$ cat src/rtl/display_scan_ctrl.sv
// Four-digit seven-segment scan controller: walks sel across the minutes and
// hours BCD digits, inserts a blanking gap after each digit and blinks masked
// digits at a frame-derived slow rate.
//
// state | meaning
// IDLE  | display disabled, decoder off, blank code out
// SHOW  | current digit driven for REFRESH_DIV cycles
// BLANK | anti-ghosting gap for BLANK_CYC cycles, sel already on next digit
module display_scan_ctrl #(
  parameter int REFRESH_DIV  = 100000,
  parameter int BLANK_CYC    = 16,
  parameter int BLINK_FRAMES = 125
) (
  input  logic       clk,
  input  logic       rst_n,
  input  logic       en,
  input  logic [3:0] mm_ones,
  input  logic [3:0] mm_tens,
  input  logic [3:0] hh_ones,
  input  logic [3:0] hh_tens,
  input  logic [3:0] blink_mask,
  input  logic       colon_on,
  output logic [1:0] sel,
  output logic       dec_en,
  output logic [3:0] bcd_out,
  output logic       dp,
  output logic       frame_done
);

  localparam int DIV_MAX = (REFRESH_DIV > BLANK_CYC) ? REFRESH_DIV : BLANK_CYC;
  localparam int DW      = (DIV_MAX > 1) ? $clog2(DIV_MAX) : 1;
  localparam int BW      = (BLINK_FRAMES > 1) ? $clog2(BLINK_FRAMES) : 1;

  localparam logic [DW-1:0] SHOW_LAST  = DW'(REFRESH_DIV - 1);
  localparam logic [DW-1:0] BLANK_LAST = DW'(BLANK_CYC - 1);
  localparam logic [BW-1:0] BLINK_LAST = BW'(BLINK_FRAMES - 1);
  localparam logic [3:0]    BLANK_CODE = 4'hF;

  typedef enum logic [1:0] {IDLE = 2'd0, SHOW = 2'd1, BLANK = 2'd2} state_t;

  state_t        state_q, state_d;
  logic [DW-1:0] div_q, div_d;
  logic [BW-1:0] cnt_q, cnt_d;
  logic          phase_q, phase_d;
  logic [1:0]    sel_d;
  logic          dec_en_d, dp_d, fd_d;
  logic [3:0]    bcd_d;

  logic [1:0]    show_sel;
  logic [3:0]    raw_digit;
  logic [3:0]    show_code;
  logic          show_dp;

  // Code and decimal point for whichever digit the next SHOW cycle displays;
  // leaving IDLE always restarts at digit 0.
  always_comb begin
    show_sel = (state_q == IDLE) ? 2'd0 : sel;
    case (show_sel)
      2'd0:    raw_digit = mm_ones;
      2'd1:    raw_digit = mm_tens;
      2'd2:    raw_digit = hh_ones;
      default: raw_digit = hh_tens;
    endcase
    if ((raw_digit > 4'd9) || (phase_q && blink_mask[show_sel])) begin
      show_code = BLANK_CODE;
    end else begin
      show_code = raw_digit;
    end
    show_dp = colon_on && (show_sel == 2'd2);
  end

  // Next-state and next-output logic; disable overrides any scheduled advance.
  always_comb begin
    state_d  = state_q;
    div_d    = div_q;
    cnt_d    = cnt_q;
    phase_d  = phase_q;
    sel_d    = sel;
    dec_en_d = 1'b0;
    bcd_d    = BLANK_CODE;
    dp_d     = 1'b0;
    fd_d     = 1'b0;
    if (!en) begin
      state_d = IDLE;
      div_d   = '0;
      cnt_d   = '0;
      sel_d   = 2'd0;
    end else begin
      case (state_q)
        IDLE: begin
          state_d  = SHOW;
          sel_d    = 2'd0;
          div_d    = '0;
          dec_en_d = 1'b1;
          bcd_d    = show_code;
          dp_d     = show_dp;
        end
        SHOW: begin
          dec_en_d = 1'b1;
          if (div_q == SHOW_LAST) begin
            state_d = BLANK;
            div_d   = '0;
            sel_d   = sel + 2'd1;
            if (sel == 2'd3) begin
              fd_d = 1'b1;
              if (cnt_q == BLINK_LAST) begin
                cnt_d   = '0;
                phase_d = ~phase_q;
              end else begin
                cnt_d = cnt_q + BW'(1);
              end
            end
          end else begin
            div_d = div_q + DW'(1);
            bcd_d = show_code;
            dp_d  = show_dp;
          end
        end
        BLANK: begin
          dec_en_d = 1'b1;
          if (div_q == BLANK_LAST) begin
            state_d = SHOW;
            div_d   = '0;
            bcd_d   = show_code;
            dp_d    = show_dp;
          end else begin
            div_d = div_q + DW'(1);
          end
        end
        default: begin
          state_d = IDLE;
          div_d   = '0;
          sel_d   = 2'd0;
        end
      endcase
    end
  end

  // State, counters and registered outputs with synchronous active-low reset.
  always_ff @(posedge clk) begin
    if (!rst_n) begin
      state_q    <= IDLE;
      div_q      <= '0;
      cnt_q      <= '0;
      phase_q    <= 1'b0;
      sel        <= 2'd0;
      dec_en     <= 1'b0;
      bcd_out    <= BLANK_CODE;
      dp         <= 1'b0;
      frame_done <= 1'b0;
    end else begin
      state_q    <= state_d;
      div_q      <= div_d;
      cnt_q      <= cnt_d;
      phase_q    <= phase_d;
      sel        <= sel_d;
      dec_en     <= dec_en_d;
      bcd_out    <= bcd_d;
      dp         <= dp_d;
      frame_done <= fd_d;
    end
  end

endmodule
$ cat config.mk
export PLATFORM = sky130hd
export DESIGN_NAME = display_scan_ctrl
export DESIGN_NICKNAME = d
export VERILOG_FILES = /design/src/rtl/display_scan_ctrl.sv
export SDC_FILE = /design/constraint.sdc
export NUM_CORES = 1
export LEC_CHECK = 0
export BUFFER_PORTS_ARGS = -buffer_cell sky130_fd_sc_hd__buf_2
export CORE_MARGIN = 4
export CORE_UTILIZATION = 50
export DETAILED_ROUTE_END_ITERATION = 16
export PLACE_DENSITY = 0.73
export SYNTH_ARGS = -nofsm -noshare
export SYNTH_HDL_FRONTEND = slang
export SYNTH_SLANG_ARGS = --single-unit
$ cat constraint.sdc
create_clock -name clk -period 2.18 [get_ports clk]
set_input_delay 0.218 -clock clk [delete_from_list [all_inputs] [get_ports clk]]
set_output_delay 0.218 -clock clk [all_outputs]
set_load 0.005 [all_outputs]
==> out/qor.yml, run 1 <==
pwr-share-clk_pct: 40.7
leakage_uw: 0.000830
io_pins: 33
post-dp-hpwl_um: 3090
htree_num_levels: 2
initial_core_util_pct: 51.7
root_buffer: "clkbuf_8"
multi_input_comb_area_sq_um: 1110
worst_hold_slack_ps: 188
dp_cells: 303
num_antenna_cells: 0
die_area_sq_um: 4800
slew_headroom_pct: 65.7
worstPathRequired_ps: 2340
power_frac_seq_pct: 53.1
outcome: "completed"
cts_resized: 0
worst_slew_pin_slew_ps: 502
grt_pass1_vias: 1703
coreArea_sq_um: 3630
antenna_found_initial: 0
firstDrtPassIters: 4
grt_pass1_wl_um: 7280
ys_warn_count: 0
cp_data_arrival_time_ps: 2170
skew_ps: 5.34
ant_nets: 0
fillCellCount: 348
seqCellArea_sq_um: 721
peakVddDrop_mv: 0.390
final_cell_mix: "36 x dfxtp_1, 33 x nor2_1, 32 x buf_2"
combPwrFrac_pct: 6.2
post_cts_buffers: 0
rows: 22
clkSinkCount: 36
clk_pin_slew_ps: 70
crit_fanout: 9
hp-start: "colon_on"
hold_viol_final: 0
end_kind: "flop"
area_growth_pct: 18.7
critPathKind: "flop to flop"
grt_max_degree: 18
period_needed_ps: 2000
wl_um: 4080
synth_cell_types: 43
fin_setup_tns_ps: 0
maxCapViolCount: 0
clockBufferDepth: 2
layout_commonest_cell: "dfxtp_1"
synth_cells: 221
synth-main-ff-cell: "dfxtp_1"
power_density_nw_per_um2: 562
async_flop_share_pct: 0
die_w_um: 69.3
cts_buffers: 5
synth_edf_count: 0
max_freq_mhz: 499
layout-drive-gt1-share_pct: 22.1
rsz0062_at_grt: "false"
p_sw_uw: 269
total_power_uw: 1250
track_usage_pct: 18.2
netlist_area_sq_um: 1880
synth_seq_cells: 36
setup_viol: 0
grt_overflow: 0
min_path_type: "input port to flop"
r2r_start: "sel[0]$_SDFFE_PN0P_"
startpoint: "sel[0]$_SDFFE_PN0P_"
synth_nets: 253
io_buffers: 32
final_cells: 310
netSwitchingFraction_pct: 21.5
drv_slew: 0
seq_area_frac_synth_pct: 38.3
avgSynthCellArea_sq_um: 8.50
power.internal_uw: 984
start_kind: "flop"
drc: 0
viasPerCell: 5.46
fin_crit_sh_pct: 92.0
cts_tree: "built"
fp.dieH_um: 69.3
vias: 1692
routabilityCongestion: 0.791
clock_latency_ps: 290
drtIter0Drc: 67
postCtsHoldBufs: 0
final_nets: 294
wl_per_cell_um: 13.2
## per-stage QoR
stage	util, %	setup slack (ps)	cell area, sq um
floorplan	-	376	1880
global placement	58.6	241	2130
detailed placement	58.6	180	2130
CTS	61.2	176	2220
global route	61.4	59.0	2230
finish	61.4	175	2230
## area by class of cell
type | instances | area share, %
multi-input cells | 172 | 49.8
clock buffers | 7 | 4.32
flip-flops and latches | 36 | 32.3
well taps | 48 | 2.69
repair buffers | 39 | 9.53
inverters | 8 | 1.35
## routing by layer
metal / global-route usage [%] / share of wire, %
met2: 31.6 / 47
met5: 0 / 0
met1: 20.4 / 44
met4: 7.16 / 1.7
met3: 6.23 / 7.0
## registers in the layout, indices dropped and copies added (netlist names)
| signal | count |
|---|---|
| phase_q | 1 |
| state_q | 2 |
| sel | 2 |
| dp | 1 |
| frame_done | 1 |
| dec_en | 1 |
| div_q | 17 |
| cnt_q | 7 |
| bcd_out | 4 |
## path summary, 6_finish.rpt
check / cells after the start / end / slack (ps)
worst min-delay path: 3 / dp$_SDFF_PN0_ / 190
worst max-delay path: 5 / bcd_out[3]$_SDFF_PN1_ / 180
worst max register to register: 5 / bcd_out[3]$_SDFF_PN1_ / 180
worst min register to register: 1 / div_q[0]$_SDFF_PN0_ / 460
## Yosys cell counts (3+ instances only)
cell      number  area share (%)
nor4_1         5             1.7
xor2_1         7             3.3
inv_1          8             1.6
nor3_1         8             2.1
a21oi_1        9             2.4
nor2_1        33             6.6
o21ai_0       10             2.7
nand4_1        5             1.7
ha_1           8             5.3
nand3_1       13             3.5
clkbuf_1       3            0.60
dfxtp_1       36              38
nor2b_1        3             1.0
xnor2_1       12             5.6
and2_1         3             1.0
a22oi_1        8             3.2
mux2_2         4             2.4
nand2_1       14             2.8
o22ai_1        3             1.0
## worst max-delay path, cell delays in order (launching register included)
cell       delay [ps]
dfxtp_1           530
mux2_2            380
a22oi_1           140
o21ai_0           220
a2111oi_0         460
o21ai_0           140
## power groups by stage
| stage | clock, uW | combinational, uW | sequential (uW) |
|---|---|---|---|
| 2_1_floorplan | 0 | 38.6 | 681 |
| 3_3_place_gp | 0 | 75.7 | 680 |
| 3_5_place_dp | 0 | 77.7 | 680 |
| 4_1_cts | 525 | 78.3 | 665 |
| 5_1_grt | 554 | 88.9 | 665 |
| 6_report | 510 | 78.3 | 665 |
## kinds of logic (layout without fill, tap and decap cells)
family | after synthesis | count (layout) | synth area share, %
fa+ha+maj | 8 | 8 | 5.33
mux | 6 | 6 | 3.46
xor+xnor | 19 | 19 | 8.85
flops | 36 | 36 | 38.3
buf+inv | 13 | 54 | 2.86
compound gates | 43 | 43 | 15.0
simple gates | 96 | 96 | 26.1
Power figures use the tool's default switching activity.
==> run 2: changes to the inputs <==
--- a/config.mk
+++ b/config.mk
@@ -7,9 +7,9 @@
 export LEC_CHECK = 0
 export BUFFER_PORTS_ARGS = -buffer_cell sky130_fd_sc_hd__buf_2
 export CORE_MARGIN = 4
-export CORE_UTILIZATION = 50
+export CORE_UTILIZATION = 55
 export DETAILED_ROUTE_END_ITERATION = 16
-export PLACE_DENSITY = 0.73
+export PLACE_DENSITY = 0.79
 export SYNTH_ARGS = -nofsm -noshare
 export SYNTH_HDL_FRONTEND = slang
 export SYNTH_SLANG_ARGS = --single-unit
==> run 2 against run 1 <==
  * Sequential power about the same
  * Worst hold slack worse by 44 ps
  * Wire length decreased by 6.6%
  * Largest cell class unchanged
  * Largest power group unchanged
==> out/qor.yml, run 2 (same netlist as run 1, synthesis figures left out) <==
power_frac_seq_pct: 59.3
die_w_um: 66.5
peakVddDrop_mv: 0.490
io_buffers: 32
routabilityCongestion: 0.815
pwr-share-clk_pct: 34.0
htree_num_levels: 2
leakage_uw: 0.000812
period_needed_ps: 1960
cts_buffers: 5
netSwitchingFraction_pct: 21.2
antenna_found_initial: 0
reg.largest.list: "div_q (17), cnt_q (7), bcd_out (4)"
rows: 20
fillCellCount: 282
p_sw_uw: 237
grt_pass1_vias: 1590
cts_tree: "built"
drtIter0Drc: 127
maxCapViolCount: 0
layout-drive-gt1-share_pct: 22.2
outcome: "completed"
path_buf_inv: 0
crit_chain: "ha_1 -> nand2_1 -> or3_1 -> nor4_1 -> xnor2_1 -> nor2_1"
top_usage_layer: "met2"
use_met2_pct: 32.2
cts_resized: 0
cp_data_arrival_time_ps: 2180
max_freq_mhz: 509
regMostFlops: "div_q"
wl_um: 3810
clock_latency_ps: 340
area_growth_pct: 16.5
critPathKind: "flop to flop"
fin_setup_tns_ps: 0
slew_headroom_pct: 72.3
fin_crit_sh_pct: 90.0
die_area_sq_um: 4420
largest_register_ffs: 17
rsz0062_at_grt: "false"
crit_family: "simple AND/OR/NAND/NOR gates"
post-dp-hpwl_um: 2890
hp-start: "rst_n"
fp.dieH_um: 66.5
hold_viol_final: 0
layout_commonest_cell: "dfxtp_1"
coreArea_sq_um: 3150
viasPerCell: 5.49
use_met3_pct: 5.56
slowest_stage: "or3_1"
wl_per_cell_um: 12.5
final_cell_mix: "36 x dfxtp_1, 33 x nor2_1, 32 x buf_2"
worst_slew_pin_slew_ps: 405
clockBufferDepth: 2
start_kind: "flop"
grt_pass1_wl_um: 6680
vias: 1675
postCtsHoldBufs: 0
drv_slew: 0
power.internal_uw: 884
track_usage_pct: 19.4
num_antenna_cells: 0
firstDrtPassIters: 4
worstPathRequired_ps: 2400
power_density_nw_per_um2: 512
clkSinkCount: 36
grt_overflow: 0
end_kind: "flop"
slowest_delay_ps: 440
use_met1_pct: 23.9
crit_fanout: 5
grt_max_degree: 18
skew_ps: 15.8
final_nets: 293
startpoint: "div_q[0]$_SDFF_PN0_"
io_pins: 33
total_power_uw: 1120
post_cts_buffers: 0
ant_nets: 0
drc: 0
root_buffer: "clkbuf_4"
setup_viol: 0
combPwrFrac_pct: 6.7
clk_pin_slew_ps: 110
initial_core_util_pct: 59.6
min_path_type: "input port to flop"
r2r_start: "div_q[0]$_SDFF_PN0_"
[run 2: cell types whose count changed in the layout (fill, tap and decap cells not counted), sizes merged]
cell and change:
buf -1
[run 2: path summary, 6_finish.rpt]
kind,slack (ps),depth (start not counted),end
max,220,6,cnt_q[3]$_SDFFE_PN0P_
min reg2reg,480,1,div_q[0]$_SDFF_PN0_
max reg2reg,220,6,cnt_q[3]$_SDFFE_PN0P_
min,140,2,phase_q$_SDFFE_PN0P_
[run 2: metrics by stage]
| step | util, % | instance area (sq um) | hold slack, ps | setup slack [ps] | instances |
|---|---|---|---|---|---|
| after detailed placement | 67.1 | 2120 | 461 | 189 | 298 |
| after CTS | 69.2 | 2180 | 131 | 134 | 305 |
| final | 69.4 | 2190 | 145 | 217 | 305 |
| after floorplan | - | 1880 | 369 | 376 | 221 |
| after global routing | 69.4 | 2190 | 128 | 44.5 | 305 |
| after global placement | 67.1 | 2120 | 446 | 240 | 298 |
[run 2: routing by layer]
metal | up-vias | share of wire (%)
met1 | 760 | 47
li1 | 867 | -
met5 | - | 0
met4 | 0 | 1.4
met2 | 43 | 45
met3 | 5 | 6.9
[run 2: cell type report]
cell class	instances	area [sq um]	area share, %
multi-input cells	172	1110	50.9
inverters	8	30.0	1.37
well taps	44	55.1	2.51
clock buffers	7	65.1	2.97
flip-flops and latches	36	721	32.9
repair buffers	38	205	9.37
[run 2: power by group through the flow]
| stage | logic (uW) | registers [uW] | clock network, uW |
|---|---|---|---|
| 6_report | 75.5 | 665 | 381 |
| 5_1_grt | 85.4 | 666 | 429 |
| 2_1_floorplan | 38.6 | 681 | 0 |
| 4_1_cts | 74.8 | 665 | 398 |
| 3_5_place_dp | 74.2 | 680 | 0 |
| 3_3_place_gp | 73.6 | 680 | 0 |
==> run 3: changes to the inputs <==
--- a/config.mk
+++ b/config.mk
@@ -7,9 +7,9 @@
 export LEC_CHECK = 0
 export BUFFER_PORTS_ARGS = -buffer_cell sky130_fd_sc_hd__buf_2
 export CORE_MARGIN = 4
-export CORE_UTILIZATION = 55
+export CORE_UTILIZATION = 50
 export DETAILED_ROUTE_END_ITERATION = 16
-export PLACE_DENSITY = 0.79
+export PLACE_DENSITY = 0.75
 export SYNTH_ARGS = -nofsm -noshare
 export SYNTH_HDL_FRONTEND = slang
 export SYNTH_SLANG_ARGS = --single-unit
==> constraint.sdc (replaced) <==
create_clock -name clk -period 1.66 [get_ports clk]
set_input_delay 0.166 -clock clk [delete_from_list [all_inputs] [get_ports clk]]
set_output_delay 0.166 -clock clk [all_outputs]
set_load 0.02 [all_outputs]
==> run 3 against run 2 <==
  * The run now ends with negative setup slack left
  * Clock skew is 12 ps lower
  * Sequential power is 31% higher
  * Register-to-register slack worse by 280 ps
  * Core utilization up 4.9 points
  * Non-clock buffer count grew 39
  * Sequential share of layout area down 5.7 points
  * Setup slack worse by 280 ps
  * Via count increased by 13%
  * Worst hold slack gained 7.8 ps
  * Critical path depth is 1 lower
  * Count of clock-buffer cells in the layout increased by 1
  * Cell count up 14%
  * Critical path type unchanged
==> out/qor.yml, run 3 (same netlist as run 1, synthesis figures left out) <==
outcome: "complete, but fails checks"
violations: "negative setup slack"
grt_max_degree: 18
ant_nets: 0
area_growth_pct: 43.8
reg.largest.list: "div_q (17), cnt_q (7), bcd_out (4)"
rsz0062_at_grt: "true"
regMostFlops: "div_q"
initial_core_util_pct: 51.7
skew_ps: 4.19
wl_per_cell_um: 13.3
clk_pin_slew_ps: 70
r2r_start: "div_q[15]$_SDFF_PN0_"
start_kind: "flop"
slew_headroom_pct: 71.9
die_w_um: 69.3
post-dp-hpwl_um: 3490
worst_hold_slack_ps: 152
num_antenna_cells: 0
final_cell_mix: "43 x buf_4, 32 x nor2_1, 32 x buf_2"
setup_ws_ps: -59.9
grt_overflow: 0
fp.dieH_um: 69.3
max_freq_mhz: 581
worst_slew_pin_slew_ps: 420
maxCapViolCount: 0
track_usage_pct: 20.1
layout_commonest_cell: "buf_4"
top_usage_layer: "met2"
drc: 0
period_needed_ps: 1720
seqCellArea_sq_um: 734
crit_fanout: 3
wl_um: 4640
firstDrtPassIters: 4
end_kind: "flop"
die_area_sq_um: 4800
fillCellCount: 272
slowest_stage: "or4_1"
use_met1_pct: 23.5
timing.rr.end: "state_q[0]$_SDFFE_PN0P_"
min_path_type: "input port to flop"
utilization_pct: 74.4
critPathKind: "flop to flop"
whs_path_depth: 2
io_pins: 33
postCtsHoldBufs: 0
root_buffer: "clkbuf_8"
leakage_uw: 0.00106
cp_data_arrival_time_ps: 1940
io_buffers: 32
setup_viol: 22
largest_register_ffs: 17
r2r_slack_ps: -60
drv_slew: 0
worstHoldEndpoint: "phase_q$_SDFFE_PN0P_"
total_power_uw: 1630
slowest_delay_ps: 510
grt_pass1_wl_um: 8040
clkSinkCount: 36
final_nets: 332
rows: 22
reg2reg_depth: 5
dpl_cell_area_sq_um: 2450
use_met2_pct: 34.3
worstPathRequired_ps: 1880
hp-start: "rst_n"
routabilityCongestion: 0.845
antenna_found_initial: 0
grt_pass1_vias: 1844
layout-drive-gt1-share_pct: 43.2
multi_input_comb_area_sq_um: 1270
htree_num_levels: 2
viasPerCell: 5.42
coreArea_sq_um: 3630
clockBufferDepth: 2
cts_buffers: 5
clock_latency_ps: 290
hold_viol_final: 0
crit_chain: "nor4_2 -> nand2_1 -> o31a_1 -> or4_1 -> a21oi_2"
power_density_nw_per_um2: 602
stdcell_area_sq_um: 2700
fin_crit_sh_pct: 104
drtIter0Drc: 87
peakVddDrop_mv: 0.595
vias: 1890
use_met3_pct: 6.81
cts_tree: "built"
-- run 3: per-stage QoR --
stage               setup slack [ps]  setup TNS, ps  std cells
floorplan                      -11.3          -95.2        221
global placement                -119           -679        337
detailed placement              -124          -1130        337
CTS                             -133          -1070        346
global route                    -158          -3370        349
finish                         -59.9           -567        349
-- run 3: metal layers --
layer  wire length, um  part of all wire, %  vias up
met4                82                  1.8        0
met5                 0                    0        -
met2              2310                   50       48
met1              1980                   43      880
li1                  -                    -      953
met3               269                  5.8        9
-- run 3: worst max-delay path by stage --
stage / cells past startpoint / slack (ps) / startpoint / to
2_1_floorplan: 7 / -10 / div_q[14]$_SDFF_PN0_ / div_q[12]$_SDFF_PN0_
3_3_place_gp: 6 / -120 / div_q[8]$_SDFF_PN0_ / state_q[0]$_SDFFE_PN0P_
3_5_place_dp: 6 / -120 / div_q[8]$_SDFF_PN0_ / state_q[0]$_SDFFE_PN0P_
4_1_cts: 5 / -130 / div_q[12]$_SDFF_PN0_ / state_q[0]$_SDFFE_PN0P_
5_1_grt: 8 / -160 / state_q[1]$_SDFFE_PN0P_ / div_q[16]$_SDFF_PN0_
6_report: 5 / -60 / div_q[15]$_SDFF_PN0_ / state_q[0]$_SDFFE_PN0P_
-- run 3: timing repair --
item	in CTS	in global routing
endpoints found under the setup margin	28	31
pin swaps	7	10
setup buffers	1	3
resized for setup	9	25
hold endpoints to repair	0	0
-- run 3: worst max-delay path, delay by kind of cell, from the launching register on --
family	cells	cell delay, ps
AOI/OAI and AO/OA	2	460
DFF	1	330
and+or+nand+nor	3	870
-- run 3: power breakdown --
| part | internal, uW | switching, uW |
|---|---|---|
| Combinational | 65.6 | 68.6 |
| Clock | 338 | 283 |
| Sequential | 869 | 2.48 |
| Total | 1270 | 354 |
-- run 3: area by class of cell --
class                           instances  area share [%]
Inverter                                8            1.11
Multi-Input combinational cell        172            47.1
Tap cell                               48            2.22
Clock buffer                            8            3.33
Timing Repair Buffer                   77            19.0
Sequential cell                        36            27.2
